File: config.mk
export PLATFORM = sky130hd
export DESIGN_NAME = debounce_pulse
export DESIGN_NICKNAME = d
export VERILOG_FILES = /design/src/rtl/debounce_pulse.sv
export SDC_FILE = /design/constraint.sdc
export NUM_CORES = 1
export LEC_CHECK = 0
export ABC_AREA = 0
export BUFFER_PORTS_ARGS = -buffer_cell sky130_fd_sc_hd__buf_2
export CORE_ASPECT_RATIO = 1.2
export CORE_MARGIN = 2
export CORE_UTILIZATION = 30
export DETAILED_ROUTE_END_ITERATION = 10
export HOLD_SLACK_MARGIN = 0.1
export PLACE_DENSITY = 0.49
export SETUP_SLACK_MARGIN = 0.5
export SKIP_CTS_REPAIR_TIMING = 1
export SYNTH_ARGS = -nofsm -noshare
export SYNTH_HDL_FRONTEND = slang
export SYNTH_SLANG_ARGS = --single-unit
File: constraint.sdc
create_clock -name clk -period 2.3 [get_ports clk]
set_input_delay 0.23 -clock clk [delete_from_list [all_inputs] [get_ports clk]]
set_output_delay 0.23 -clock clk [all_outputs]
set_load 0.01 [all_outputs]
File: src/rtl/debounce_pulse.sv
// Button conditioner: synchronizes and debounces a raw contact input, then
// emits press/release/long-press/auto-repeat single-cycle pulses.
module debounce_pulse #(
  parameter int CNT_WIDTH       = 16,
  parameter int DEBOUNCE_CYCLES = 1000,
  parameter int LONG_CYCLES     = 50000,
  parameter int REPEAT_CYCLES   = 10000,
  parameter bit ACTIVE_LOW      = 1'b1
) (
  input  logic clk,
  input  logic reset,
  input  logic btn_in,
  output logic btn_level,
  output logic press_pulse,
  output logic release_pulse,
  output logic long_pulse,
  output logic repeat_pulse
);

  localparam logic [CNT_WIDTH-1:0] DB_LAST   = CNT_WIDTH'(DEBOUNCE_CYCLES - 1);
  localparam logic [CNT_WIDTH-1:0] LONG_LAST = CNT_WIDTH'(LONG_CYCLES - 1);
  localparam logic [CNT_WIDTH-1:0] REP_LAST  = CNT_WIDTH'(REPEAT_CYCLES - 1);
  localparam logic [CNT_WIDTH-1:0] ONE       = CNT_WIDTH'(1);
  localparam logic [CNT_WIDTH-1:0] ZERO      = '0;
  localparam logic INACTIVE = ACTIVE_LOW;

  typedef enum logic [2:0] {
    IDLE,
    PRESS_DB,
    PRESSED,
    HELD,
    REL_DB
  } state_t;

  state_t               state;
  logic [CNT_WIDTH-1:0] cnt;
  logic                 sync_0;
  logic                 sync_1;
  logic                 p;
  logic                 held;

  always_ff @(posedge clk or negedge reset) begin
    if (!reset) begin
      sync_0 <= INACTIVE;
      sync_1 <= INACTIVE;
    end else begin
      sync_0 <= btn_in;
      sync_1 <= sync_0;
    end
  end

  // Normalized pressed indication; everything below works on active-high p.
  assign p = sync_1 ^ ACTIVE_LOW;

  always_ff @(posedge clk or negedge reset) begin
    if (!reset) begin
      state         <= IDLE;
      cnt           <= ZERO;
      held          <= 1'b0;
      btn_level     <= 1'b0;
      press_pulse   <= 1'b0;
      release_pulse <= 1'b0;
      long_pulse    <= 1'b0;
      repeat_pulse  <= 1'b0;
    end else begin
      press_pulse   <= 1'b0;
      release_pulse <= 1'b0;
      long_pulse    <= 1'b0;
      repeat_pulse  <= 1'b0;
      case (state)
        IDLE: begin
          if (p) begin
            state <= PRESS_DB;
            cnt   <= ZERO;
          end
        end
        PRESS_DB: begin
          if (!p) begin
            state <= IDLE;
            cnt   <= ZERO;
          end else if (cnt == DB_LAST) begin
            state       <= PRESSED;
            cnt         <= ZERO;
            press_pulse <= 1'b1;
            btn_level   <= 1'b1;
          end else begin
            cnt <= cnt + ONE;
          end
        end
        PRESSED: begin
          if (!p) begin
            state <= REL_DB;
            cnt   <= ZERO;
            held  <= 1'b0;
          end else if (cnt == LONG_LAST) begin
            state      <= HELD;
            cnt        <= ZERO;
            long_pulse <= 1'b1;
          end else begin
            cnt <= cnt + ONE;
          end
        end
        HELD: begin
          if (!p) begin
            state <= REL_DB;
            cnt   <= ZERO;
            held  <= 1'b1;
          end else if (cnt == REP_LAST) begin
            cnt          <= ZERO;
            repeat_pulse <= 1'b1;
          end else begin
            cnt <= cnt + ONE;
          end
        end
        REL_DB: begin
          // A release glitch returns to the hold phase we came from, timer restarted.
          if (p) begin
            state <= held ? HELD : PRESSED;
            cnt   <= ZERO;
          end else if (cnt == DB_LAST) begin
            state         <= IDLE;
            cnt           <= ZERO;
            release_pulse <= 1'b1;
            btn_level     <= 1'b0;
          end else begin
            cnt <= cnt + ONE;
          end
        end
        default: begin
          state <= IDLE;
          cnt   <= ZERO;
        end
      endcase
    end
  end

endmodule

# After elaboration in Yosys (flattened, before gate mapping)
# Cells that the tools add are included.
[classes] reduce_logical=6 muxes=38 addsub=1 eq_ne=17
[op_table] cell="2-to-1 mux 16 bit" count=8
[op_table] cell="case mux 16 bit (5 select lines)" count=1
[op_table] cell="2-to-1 mux 3 bit" count=8
[op_table] cell="2-to-1 mux 1 bit" count=18
[op_table] cell="adder 16 x 1 -> 16 bit (second input constant)" count=1
[op_table] cell="equality test 16 x 10 -> 1 bit (second input constant)" count=1
[op_table] cell="equality test 16 x 14 -> 1 bit (second input constant)" count=1
[op_table] cell="equality test 16 bit (second input constant)" count=1
[op_table] cell="case mux 3 bit (5 select lines)" count=1
[op_table] cell="inequality test 2 bit (second input constant)" count=7
[op_table] cell="AND reduction 5 bit" count=2
[op_table] cell="inequality test 3 bit (second input constant)" count=3
[op_table] cell="equality test 3 x 2 -> 1 bit (second input constant)" count=2
[op_table] cell="case mux 1 bit (2 select lines)" count=2
[op_table] cell="nonzero test 2 bit" count=2
[op_table] cell="equality test 3 x 1 -> 1 bit (second input constant)" count=1
[op_table] cell="equality test 3 bit (second input constant)" count=1
[op_table] cell="zero test 3 bit" count=1
[op_table] cell="AND reduction 3 bit" count=1
[totals] input_bits=3 out_inout_bits=5 reg_bits=27 wordCells=72

# Logic depth before layout (Yosys ltp)
# Gate-level depths: netlist of run 1.
[depth] ltp_word=4 depth_mapped=7 ltp_nobuf=6

# Least setup slack after synthesis of run 1
# No wires, ideal clock.
[synth_timing] path_type="register to register" startpoint="register cnt[11]" endpoint="register cnt[2]" setup_slack_ns=0.268 stages_incl_launch_ff=7 setup_ns=0.138 t_required_ns=2.162 synth_period_minus_slack_ns=2.032 arrival_ns=1.894 path_buffers=1 path_cell_list="dfrtp_1 -> or3_4 -> nor4b_4 -> a21oi_2 -> clkbuf_8 -> o311ai_4 -> o221ai_2"
[synth_between] elab_chain_len=4 elab_cells_between_ends=11 cone_classes="eq/ne (3); mux (8)"
[synth_rtl] element="start, declared" line="36" source="logic [CNT_WIDTH-1:0] cnt;"
[synth_rtl] element="start signal, assigned" line="87" source="cnt <= cnt + ONE;"
[synth_rtl] element="start signal, assigned" line="100" source="cnt <= cnt + ONE;"
[synth_rtl] element="start signal, assigned" line="112" source="cnt <= cnt + ONE;"
[synth_rtl] element="equality test 16 x 10 -> 1 bit, or another cell as far along" line="81, 120"
[synth_rtl] element="2-to-1 mux 16 bit (on tied branches) (2 in a row)"
[synth_rtl] element="case mux 16 bit (5 select lines) *" line="70" source="case (state)"
# Mark *: on every way between the ends. The rest lies on a longest branch, timed or not.
# A chain may end at the register's enable or synchronous reset.

# Final worst setup path of run 1
[layout_timing] startpoint="register cnt[11]" endpoint="register cnt[7]"
# Same word-level chain as after synthesis.

==> key figures, run 1 <==
Run status
  – Outcome: completed

Timing
  – RSZ-0062 raised after global routing: yes
  – Relative slew slack: 59.1%
  – Hold Slack: 360 ps
  – Worst-margin pin slew: 613 ps
  – Slew Limit Fails: 0
  – Crit path time final: 2040 ps
  – # setup viols final: 0
  – Total count of hold-check failures in the final report: 0
  – Worst Skew: 4.79 ps
  – Part of the cycle the worst path needs: 88.5%
  – FMAX: 491 MHz
  – Setup TNS: 0 ps

Min path
  – Worst Hold Endpoint: sync_1
  – Worst Hold Path Cells: 0
  – HP Class: reg2reg
  – Hold_sp: sync_0

Placed design
  – Post-detail-place hpwl: 2.64 mm
  – PortBufs: 7
  – Placed insts: 242
  – Placer congestion estimate: 0.832

Yosys
  – Synth area leader: dfrtp_1
  – Syn nets: 174
  – Yosys cell types: 48
  – Async set or reset register ratio after synthesis: 100%
  – Mapped cell area: 1600 um^2
  – Synth top area share: 39.0%
  – Mapped Avg Cell Area: 9.43 um^2
  – Synth warn: 0
  – Dominant synthesized flop cell: dfrtp_1
  – Synth Instances: 170
  – Area contributors post-synth: dfrtp_1 (39%), nand2_1 (5.4%), nor2_1 (3.7%)
  – Number of synthesized flops with an enable pin: 0
  – Register area share after synthesis: 42.3%
  – Seq cells post-synth: 27

Layout
  – # fillers: 548
  – Fraction of layout cells with a size suffix above 1: 28.2%
  – Layout Utilization: 36.9%
  – Total Nets Final: 200
  – # diodes: 0
  – Multi-input gate area: 886 um^2
  – Area delta synth->final: 20.4%
  – Final cell count without fillers: 257
  – FF/Latch Area: 678 um^2

Power
  – Leakage power: 0.814 nW
  – Sw frac: 24.4%
  – P_int: 0.630 mW
  – Switching pwr: 0.203 mW
  – Total power draw: 0.833 mW
  – Pwr Density: 432 nW/um^2
  – Clock share of power: 33.1%
  – Comb pwr share: 7.8%
  – Sequential Power Share: 59.1%
  – Peak supply drop: 0.223 mV

Floorplanning
  – I/O pins: 8
  – Cell Rows: 29
  – Core area: 5230 um^2
  – Die area: 5950 um^2
  – Die height: 84.1 um
  – Initial Utilization: 30.7%
  – Die width: 70.7 um

Worst setup path
  – R2R cell count: 7
  – Reg2reg end: cnt[7]
  – CP max FO: 8
  – Reg2reg start: cnt[11]
  – Crit path cell chain: or3_4, nor4b_4, a221oi_2, buf_6, nor3_4, buf_12, o211ai_1
  – Slowest Stage Delay on Critical Path: 420 ps
  – Kind of critical path: reg2reg
  – Arrival time worst endpoint: 2190 ps
  – CP top delay family: simple AND/OR/NAND/NOR gates
  – Slowest cell on crit path: dfrtp_1
  – Worst setup SP type: flip-flop
  – Crit end category: flip-flop
  – Flop2flop setup slack: 260 ps
  – WP buf/inv: 2
  – WP data required: 2460 ps

Clocking
  – Htree depth: 1
  – CTS Root Cell: clkbuf_8
  – TritonCTS clock tree: yes
  – Clk_lat worst skew: 280 ps
  – Sink Count: 27
  – Max Root-Sink Buffers: 2
  – Clock transition at path regs: 100 ps
  – Total CTS buffers: 3

Detailed routing
  – Pre-Repair DR Iteration Count: 4
  – Routed WL: 3.87 mm
  – DRT iter0 DRCs: 76
  – DRC: 0
  – Routed Antenna Nets: 0
  – DR WL/cell: 15.0 um
  – Via count: 1,383
  – Via density: 5.38

GRT
  – Pin count of the biggest net entering global routing: 28
  – GRT Residual Overflow: 0
  – Vias in the first global route: 1,274
  – First-pass GRT wire length: 6.14 mm
  – Tot GR Track Use: 12.7%
  – Initial antenna violation count: 0

Run
  – # Max-Cap Violations: 0
-- logic make-up after synthesis --
kind of cell | Yosys count | share of synthesized area (%)
and+or+nand+nor | 86 | 30.1
AOI/OAI and AO/OA | 35 | 17.0
DFF | 27 | 42.3
buffers and inverters | 15 | 6.32
xor gates and xnor gates | 5 | 2.73
muxes | 1 | 0.703
adders and majority gates | 1 | 0.781
-- routing by layer --
| layer | share of wire, % | wire [um] | global-route usage, % | up-vias |
|---|---|---|---|---|
| met5 | 0 | 0 | 0 | - |
| met2 | 47 | 1830 | 20.5 | 46 |
| li1 | - | - | - | 670 |
| met1 | 46 | 1760 | 17.5 | 658 |
| met4 | 2.5 | 95 | 3.95 | 0 |
| met3 | 4.7 | 183 | 1.81 | 9 |
-- placed cells by master, fill, tap and decap left out, types with 2 or more instances in the layout --
cell,n
dfrtp_1,25
nand2_1,22
buf_4,17
nor2_1,15
a21oi_1,10
nand3_1,9
buf_2,8
inv_1,6
nor3_1,5
nand3b_1,4
o21ai_1,4
and2_1,4
xnor2_1,4
and3_1,3
nor4_1,3
nand4_1,3
o31ai_1,3
o32ai_1,3
o32ai_2,3
clkbuf_8,3
nor4b_2,2
nand2b_1,2
nand3_2,2
dlygate4sd3_1,2
dfstp_2,2
-- sequential cells by signal, indices dropped and copies added (netlist names) --
register       count
repeat_pulse       1
sync_1             1
held               1
long_pulse         1
btn_level          1
state              3
release_pulse      1
press_pulse        1
cnt               16
sync_0             1
-- synth_stat cells (2+ instances only) --
cell type and number:
nor4_1 3, inv_1 6, nand2_1 23, buf_6 2
and2_1 4, nand2b_1 2, a21oi_1 10, nand3b_1 4
o31ai_1 3, nor3_1 5, clkbuf_8 3, dfstp_2 2
dfrtp_1 25, nor2_1 16, o32ai_1 6, xnor2_1 4
clkbuf_1 4, and3_1 3, nand4_1 3, o21ai_0 4
nand3_1 11
-- power by group through the flow --
stage / logic, mW / clock network (mW) / registers [mW]
5_1_grt: 0.0724 / 0.312 / 0.494
6_report: 0.0653 / 0.276 / 0.492
3_3_place_gp: 0.0529 / 0 / 0.501
4_1_cts: 0.0542 / 0.296 / 0.492
3_5_place_dp: 0.0541 / 0 / 0.501
2_1_floorplan: 0.0406 / 0 / 0.496
-- worst max path at each step --
stage,end,depth (start not counted),slack (ps),startpoint
5_1_grt,cnt[0],7,130,cnt[11]
3_5_place_dp,cnt[0],7,90,cnt[0]
2_1_floorplan,cnt[2],6,340,cnt[11]
4_1_cts,cnt[0],7,70,cnt[0]
6_report,cnt[7],7,260,cnt[11]
3_3_place_gp,cnt[2],7,160,cnt[0]
-- area by class of cell --
class                      count  share of cell area [%]
clock inverter                 1                   0.259
multi-input combinational    129                    45.9
tap                           62                    4.02
clock buffer                   3                    2.14
inverter                       6                    1.17
timing repair buffer          29                    11.3
sequential                    27                    35.1
-- through the flow --
stage	setup WS (ps)	area (um^2)
after floorplan	342	1610
after global placement	159	1740
after detailed placement	92.8	1740
after CTS	65.9	1780
after global routing	131	1930
final	263	1930
Power figures use the tool's default switching activity.
==> inputs of run 2 (changes only) <==
--- a/config.mk
+++ b/config.mk
@@ -8,4 +8,3 @@
 export ABC_AREA = 0
-export BUFFER_PORTS_ARGS = -buffer_cell sky130_fd_sc_hd__buf_2
-export CORE_ASPECT_RATIO = 1.2
+export BUFFER_PORTS_ARGS = -buffer_cell sky130_fd_sc_hd__buf_4
 export CORE_MARGIN = 2
==> constraint.sdc (replaced) <==
create_clock -name clk -period 2.3 [get_ports clk]
set_input_delay 0.345 -clock clk [delete_from_list [all_inputs] [get_ports clk]]
set_output_delay 0.345 -clock clk [all_outputs]
set_load 0.01 [all_outputs]
==> run 2 against run 1 <==
  * Non-clock buffer count down 5
  * Largest cell class unchanged
  * First-iteration DRC count down 39%
  * Critical path type unchanged
  * Critical endpoint is now cnt[2]
  * Largest power group unchanged
  * Via count down 3.7%
  * Clock power about the same
==> key figures, run 2 (synthesized netlist as in run 1, its figures left out) <==
Detailed routing
  – Routed Antenna Nets: 0 (unchanged)
  – Pre-Repair DR Iteration Count: 4 (unchanged)
  – DRC: 0 (unchanged)
  – DRT iter0 DRCs: 46 (-39%)
  – Via count: 1,332 (-3.7%)
  – Routed WL: 3.72 mm (-3.8%)
  – Via density: 5.14 (-4.4%)
  – DR WL/cell: 14.4 um (-4.5%)

Floorplanning
  – I/O pins: 8 (unchanged)
  – Die width: 77.1 um (+9.0%)
  – Cell Rows: 26 (-10%)
  – Die area: 5940 um^2 (about the same)
  – Die height: 77.1 um (-8.3%)
  – Core area: 5140 um^2 (-1.6%)
  – Initial Utilization: 31.2% (+0.51 points)

Layout
  – Area delta synth->final: 18.2%
  – Largest registers: cnt: 16 flops, state: 3 flops
  – Total Nets Final: 194 (-3.0%)
  – Largest Register: cnt
  – Commonest non-fill, non-tap cell in the layout: dfrtp_1
  – Most frequent cells in the layout: dfrtp_1 (25), nand2_1 (23), buf_4 (20)
  – # diodes: 0 (unchanged)
  – Fraction of layout cells with a size suffix above 1: 25.9% (-2.3 points)
  – Number of flip-flops in the largest register: 16 (unchanged)

Power
  – Sw frac: 24.4% (-0.034 points)
  – Leakage power: 0.780 nW (-4.3%)
  – Sequential Power Share: 59.0% (about the same)
  – Comb pwr share: 7.9% (about the same)
  – Switching pwr: 0.203 mW (-0.29%)
  – P_int: 0.629 mW (-0.10%)
  – Pwr Density: 439 nW/um^2 (+1.7%)
  – Peak supply drop: 0.266 mV (+20%)
  – Clock share of power: 33.1% (about the same)

Timing
  – Worst-margin pin slew: 456 ps (-157 ps)
  – Slew Limit Fails: 0 (unchanged)
  – Relative slew slack: 69.5% (+10 points)
  – # setup viols final: 0 (unchanged)
  – Total count of hold-check failures in the final report: 0 (unchanged)
  – Setup TNS: 0 ps (unchanged)
  – Crit path time final: 2000 ps (-34.3 ps)
  – Worst Skew: 7.95 ps (+3.16 ps)
  – Hold Slack: 162 ps (-198 ps)
  – Part of the cycle the worst path needs: 87.1% (-1.5 points)
  – RSZ-0062 raised after global routing: yes
  – FMAX: 499 MHz (+1.7%)

Worst setup path
  – Arrival time worst endpoint: 2150 ps (-40 ps)
  – Reg2reg start: cnt[4]
  – Slowest cell on crit path: dfrtp_1
  – Slowest Stage Delay on Critical Path: 410 ps (about the same)
  – WP data required: 2450 ps (about the same)
  – Setup crit start: cnt[4]
  – Crit path cell chain: or3_4, nor4b_4, buf_4, a221oi_2, buf_6, o311ai_4, o221ai_2
  – R2R cell count: 7 (unchanged)
  – Reg2reg end: cnt[2]
  – Flop2flop setup slack: 300 ps (+30 ps)
  – Worst setup SP type: flip-flop
  – Kind of critical path: reg2reg
  – CP max FO: 6 (-2)
  – Crit end category: flip-flop

GRT
  – Pin count of the biggest net entering global routing: 28 (unchanged)
  – Met1 global-route usage: 17.1% (-0.35 points)
  – Initial antenna violation count: 0 (unchanged)
  – First-pass GRT wire length: 6.28 mm (+2.2%)
  – Vias in the first global route: 1,354 (+6.3%)
  – Tot GR Track Use: 13.0% (+0.31 points)
  – Met2 usage: 21.1% (+0.58 points)
  – Busiest grt layer: met2
  – GRT Residual Overflow: 0 (unchanged)
  – Grt met3 use: 2.00% (+0.19 points)

Placed design
  – Post-detail-place hpwl: 2.57 mm (-2.9%)
  – Placer congestion estimate: 0.800 (-3.8%)
  – PortBufs: 7 (unchanged)

Min path
  – Worst Hold Endpoint: sync_0
  – Worst Hold Path Cells: 1 (+1)
  – Hold_sp: btn_in
  – HP Class: in2reg

Clocking
  – Total CTS buffers: 3 (unchanged)
  – TritonCTS clock tree: yes
  – Sink Count: 27 (unchanged)
  – Clock transition at path regs: 100 ps (about the same)
  – Max Root-Sink Buffers: 2 (unchanged)
  – Htree depth: 1 (unchanged)
  – Clk_lat worst skew: 280 ps (about the same)
  – CTS Root Cell: clkbuf_8

Run
  – # Max-Cap Violations: 0 (unchanged)

Run status
  – Outcome: completed
-- run 2: metrics by stage --
step	cell area, um^2	setup slack [ps]	cells	power, mW	util (%)
2_1_floorplan	1610	342	170	0.536	-
3_3_place_gp	1740	199	247	0.554	33.9
3_5_place_dp	1740	125	247	0.556	33.9
4_1_cts	1790	117	251	0.834	34.8
5_1_grt	1890	195	259	0.880	36.9
6_report	1890	298	259	0.832	36.9
-- run 2: layout make-up --
| type | instances | area, um^2 |
|---|---|---|
| fillers | 553 | 3250 |
| multi-input cells | 128 | 872 |
| flip-flops and latches | 27 | 678 |
| repair buffers | 24 | 188 |
| well taps | 70 | 87.6 |
| clock buffers | 3 | 41.3 |
| inverters | 6 | 22.5 |
| clock inverters | 1 | 5.00 |
-- run 2: worst max-delay path: cells and delay by family, from the launching register on --
family,cells,cell delay [ps]
AO/OA/AOI/OAI,3,460
buffers and inverters,2,330
AND/OR/NAND/NOR,2,670
flip-flops,1,410
-- run 2: worst max path at each step --
stage             end  slack [ps]
4_1_cts        cnt[2]         120
3_5_place_dp   cnt[2]         120
6_report       cnt[2]         300
3_3_place_gp   cnt[2]         200
5_1_grt        cnt[2]         200
2_1_floorplan  cnt[2]         340
-- run 2: power groups by stage --
stage	Sequential, mW	Clock [mW]	Combinational [mW]
final	0.491	0.276	0.0654
after global routing	0.493	0.314	0.0728
after CTS	0.492	0.287	0.0545
after detailed placement	0.502	0	0.0542
after global placement	0.501	0	0.0530
after floorplan	0.496	0	0.0406
-- run 2: routing by layer --
layer | vias to the layer above | share of wire [%]
li1 | 663 | -
met1 | 639 | 48
met2 | 23 | 47
met3 | 7 | 3.3
met4 | 0 | 2.0
met5 | - | 0
==> inputs of run 3 (changes only) <==
Settings changed: CORE_UTILIZATION 30 to 35, PLACE_DENSITY 0.49 to 0.54.
==> run 3 against run 2 <==
  * Sequential cell count stayed put
  * Clock power hardly changed
  * Non-clock buffer count stayed put
  * Fmax is 0.93% lower
  * Utilization is 6.3 points higher
  * Cell area hardly changed
  * First-iteration DRC count is 120% higher
  * Hold slack better by 5.9 ps
  * Critical path type unchanged
  * Largest cell class unchanged
  * Largest power group unchanged
==> key figures, run 3 (synthesized netlist as in run 1, its figures left out) <==
Run status
  – Outcome: completed

GRT
  – Vias in the first global route: 1,301 (-3.9%)
  – Busiest grt layer: met2
  – Tot GR Track Use: 14.7% (+1.7 points)
  – Initial antenna violation count: 0 (unchanged)
  – First-pass GRT wire length: 6.00 mm (-4.5%)
  – Grt met3 use: 2.25% (+0.25 points)
  – Met1 global-route usage: 19.8% (+2.7 points)
  – GRT Residual Overflow: 0 (unchanged)
  – Met2 usage: 24.2% (+3.1 points)
  – Pin count of the biggest net entering global routing: 28 (unchanged)

Floorplanning
  – Initial Utilization: 36.6% (+5.4 points)
  – Core area: 4380 um^2 (-15%)
  – Die area: 5140 um^2 (-14%)
  – Die width: 71.7 um (-7.0%)
  – I/O pins: 8 (unchanged)
  – Cell Rows: 24 (-7.7%)
  – Die height: 71.7 um (-7.0%)

Worst setup path
  – Arrival time worst endpoint: 2170 ps (+20 ps)
  – Crit end category: flip-flop
  – Worst setup SP type: flip-flop
  – Setup crit start: cnt[4]
  – Reg2reg start: cnt[4]
  – WP data required: 2450 ps (about the same)
  – CP max FO: 11 (+5)
  – Kind of critical path: reg2reg

Clocking
  – Max Root-Sink Buffers: 2 (unchanged)
  – Htree depth: 1 (unchanged)
  – Clk_lat worst skew: 270 ps (about the same)
  – TritonCTS clock tree: yes
  – Clock transition at path regs: 100 ps (about the same)
  – Sink Count: 27 (unchanged)
  – Total CTS buffers: 3 (unchanged)
  – CTS Root Cell: clkbuf_8

Timing
  – Setup TNS: 0 ps (unchanged)
  – # setup viols final: 0 (unchanged)
  – Total count of hold-check failures in the final report: 0 (unchanged)
  – FMAX: 495 MHz (-0.93%)
  – Worst-margin pin slew: 428 ps (-28.1 ps)
  – Crit path time final: 2020 ps (+18.7 ps)
  – Slew Limit Fails: 0 (unchanged)
  – RSZ-0062 raised after global routing: yes
  – Setup ws final: 279 ps (-18.7 ps)
  – Worst Skew: 4.96 ps (-2.99 ps)
  – Part of the cycle the worst path needs: 87.9% (+0.81 points)
  – Relative slew slack: 71.2% (+1.7 points)

Detailed routing
  – DR WL/cell: 15.5 um (+8.2%)
  – Routed WL: 3.76 mm (+1.1%)
  – Via density: 5.64 (+9.8%)
  – Routed Antenna Nets: 0 (unchanged)
  – Via count: 1,366 (+2.6%)
  – DRT iter0 DRCs: 101 (+120%)
  – DRC: 0 (unchanged)
  – Pre-Repair DR Iteration Count: 5 (+1)

Run
  – # Max-Cap Violations: 0 (unchanged)

Placed design
  – Placed insts: 229 (-7.3%)
  – Placer congestion estimate: 0.832 (+4.0%)
  – DP Worst Slack: 141 ps (+16.6 ps)
  – Post-detail-place hpwl: 2.44 mm (-4.8%)
  – PortBufs: 7 (unchanged)

Layout
  – Layout Utilization: 43.2% (+6.3 points)
  – Number of flip-flops in the largest register: 16 (unchanged)
  – Largest registers: cnt: 16 flops, state: 3 flops
  – Largest Register: cnt
  – # diodes: 0 (unchanged)
  – Most frequent cells in the layout: nand2_1 (23), dfrtp_1 (23), buf_4 (21)
  – Final cell count without fillers: 242 (-6.6%)
  – Area delta synth->final: 18.1% (about the same)
  – Fraction of layout cells with a size suffix above 1: 25.8% (-0.14 points)
  – Total Nets Final: 195 (+0.52%)

Power
  – Peak supply drop: 0.225 mV (-16%)
  – Pwr Density: 440 nW/um^2 (+0.26%)
  – Leakage power: 0.785 nW (+0.73%)
  – Total power draw: 0.834 mW (+0.19%)

Min path
  – HP Class: in2reg
  – Hold_sp: btn_in
run 3: changes by cell type in the layout (fill, tap and decap cells not counted), sizes merged:
cell	previous run	this run
clkinv	1	0
clkbuf	3	4
a21oi	11	12
run 3: metrics by stage:
stage	hold slack (ps)	area (um^2)
after global routing	147	1890
after floorplan	49.4	1610
after detailed placement	285	1720
after CTS	-23.7	1760
final	168	1890
after global placement	278	1720
run 3: path summary, 6_finish.rpt:
| kind | slack [ps] | end | cells after the start |
|---|---|---|---|
| max | 280 | cnt[7] | 8 |
| min | 170 | sync_0 | 1 |
| max reg2reg | 280 | cnt[7] | 8 |
| max in group asynchronous | 1480 | sync_0 | 2 |
| min reg2reg | 360 | sync_1 | 0 |
| min in group asynchronous | 510 | press_pulse | 2 |
run 3: layer usage:
metal	wire (um)	up-vias
li1	-	658
met1	1730	669
met2	1850	35
met3	138	4
met4	38	0
met5	0	-
run 3: critical path: stages, from the launching register on:
cell	delay [ps]
dfrtp_2	450
or3_4	360
nor4b_4	270
buf_4	180
a221oi_2	70
buf_6	170
nor3_4	150
buf_12	140
o211ai_1	90
run 3: area by class of cell:
cell class	count	area (um^2)
Clock buffer	4	45.0
Fill cell	441	2490
Inverter	6	22.5
Multi-Input combinational cell	129	881
Sequential cell	27	681
Tap cell	52	65.1
Timing Repair Buffer	24	199
run 3: report_power, final:
part | total [mW] | switching, mW | internal [mW]
combinational | 0.0684 | 0.0400 | 0.0284
clock | 0.275 | 0.151 | 0.124
sequential | 0.490 | 0.00819 | 0.482
total | 0.834 | 0.199 | 0.635
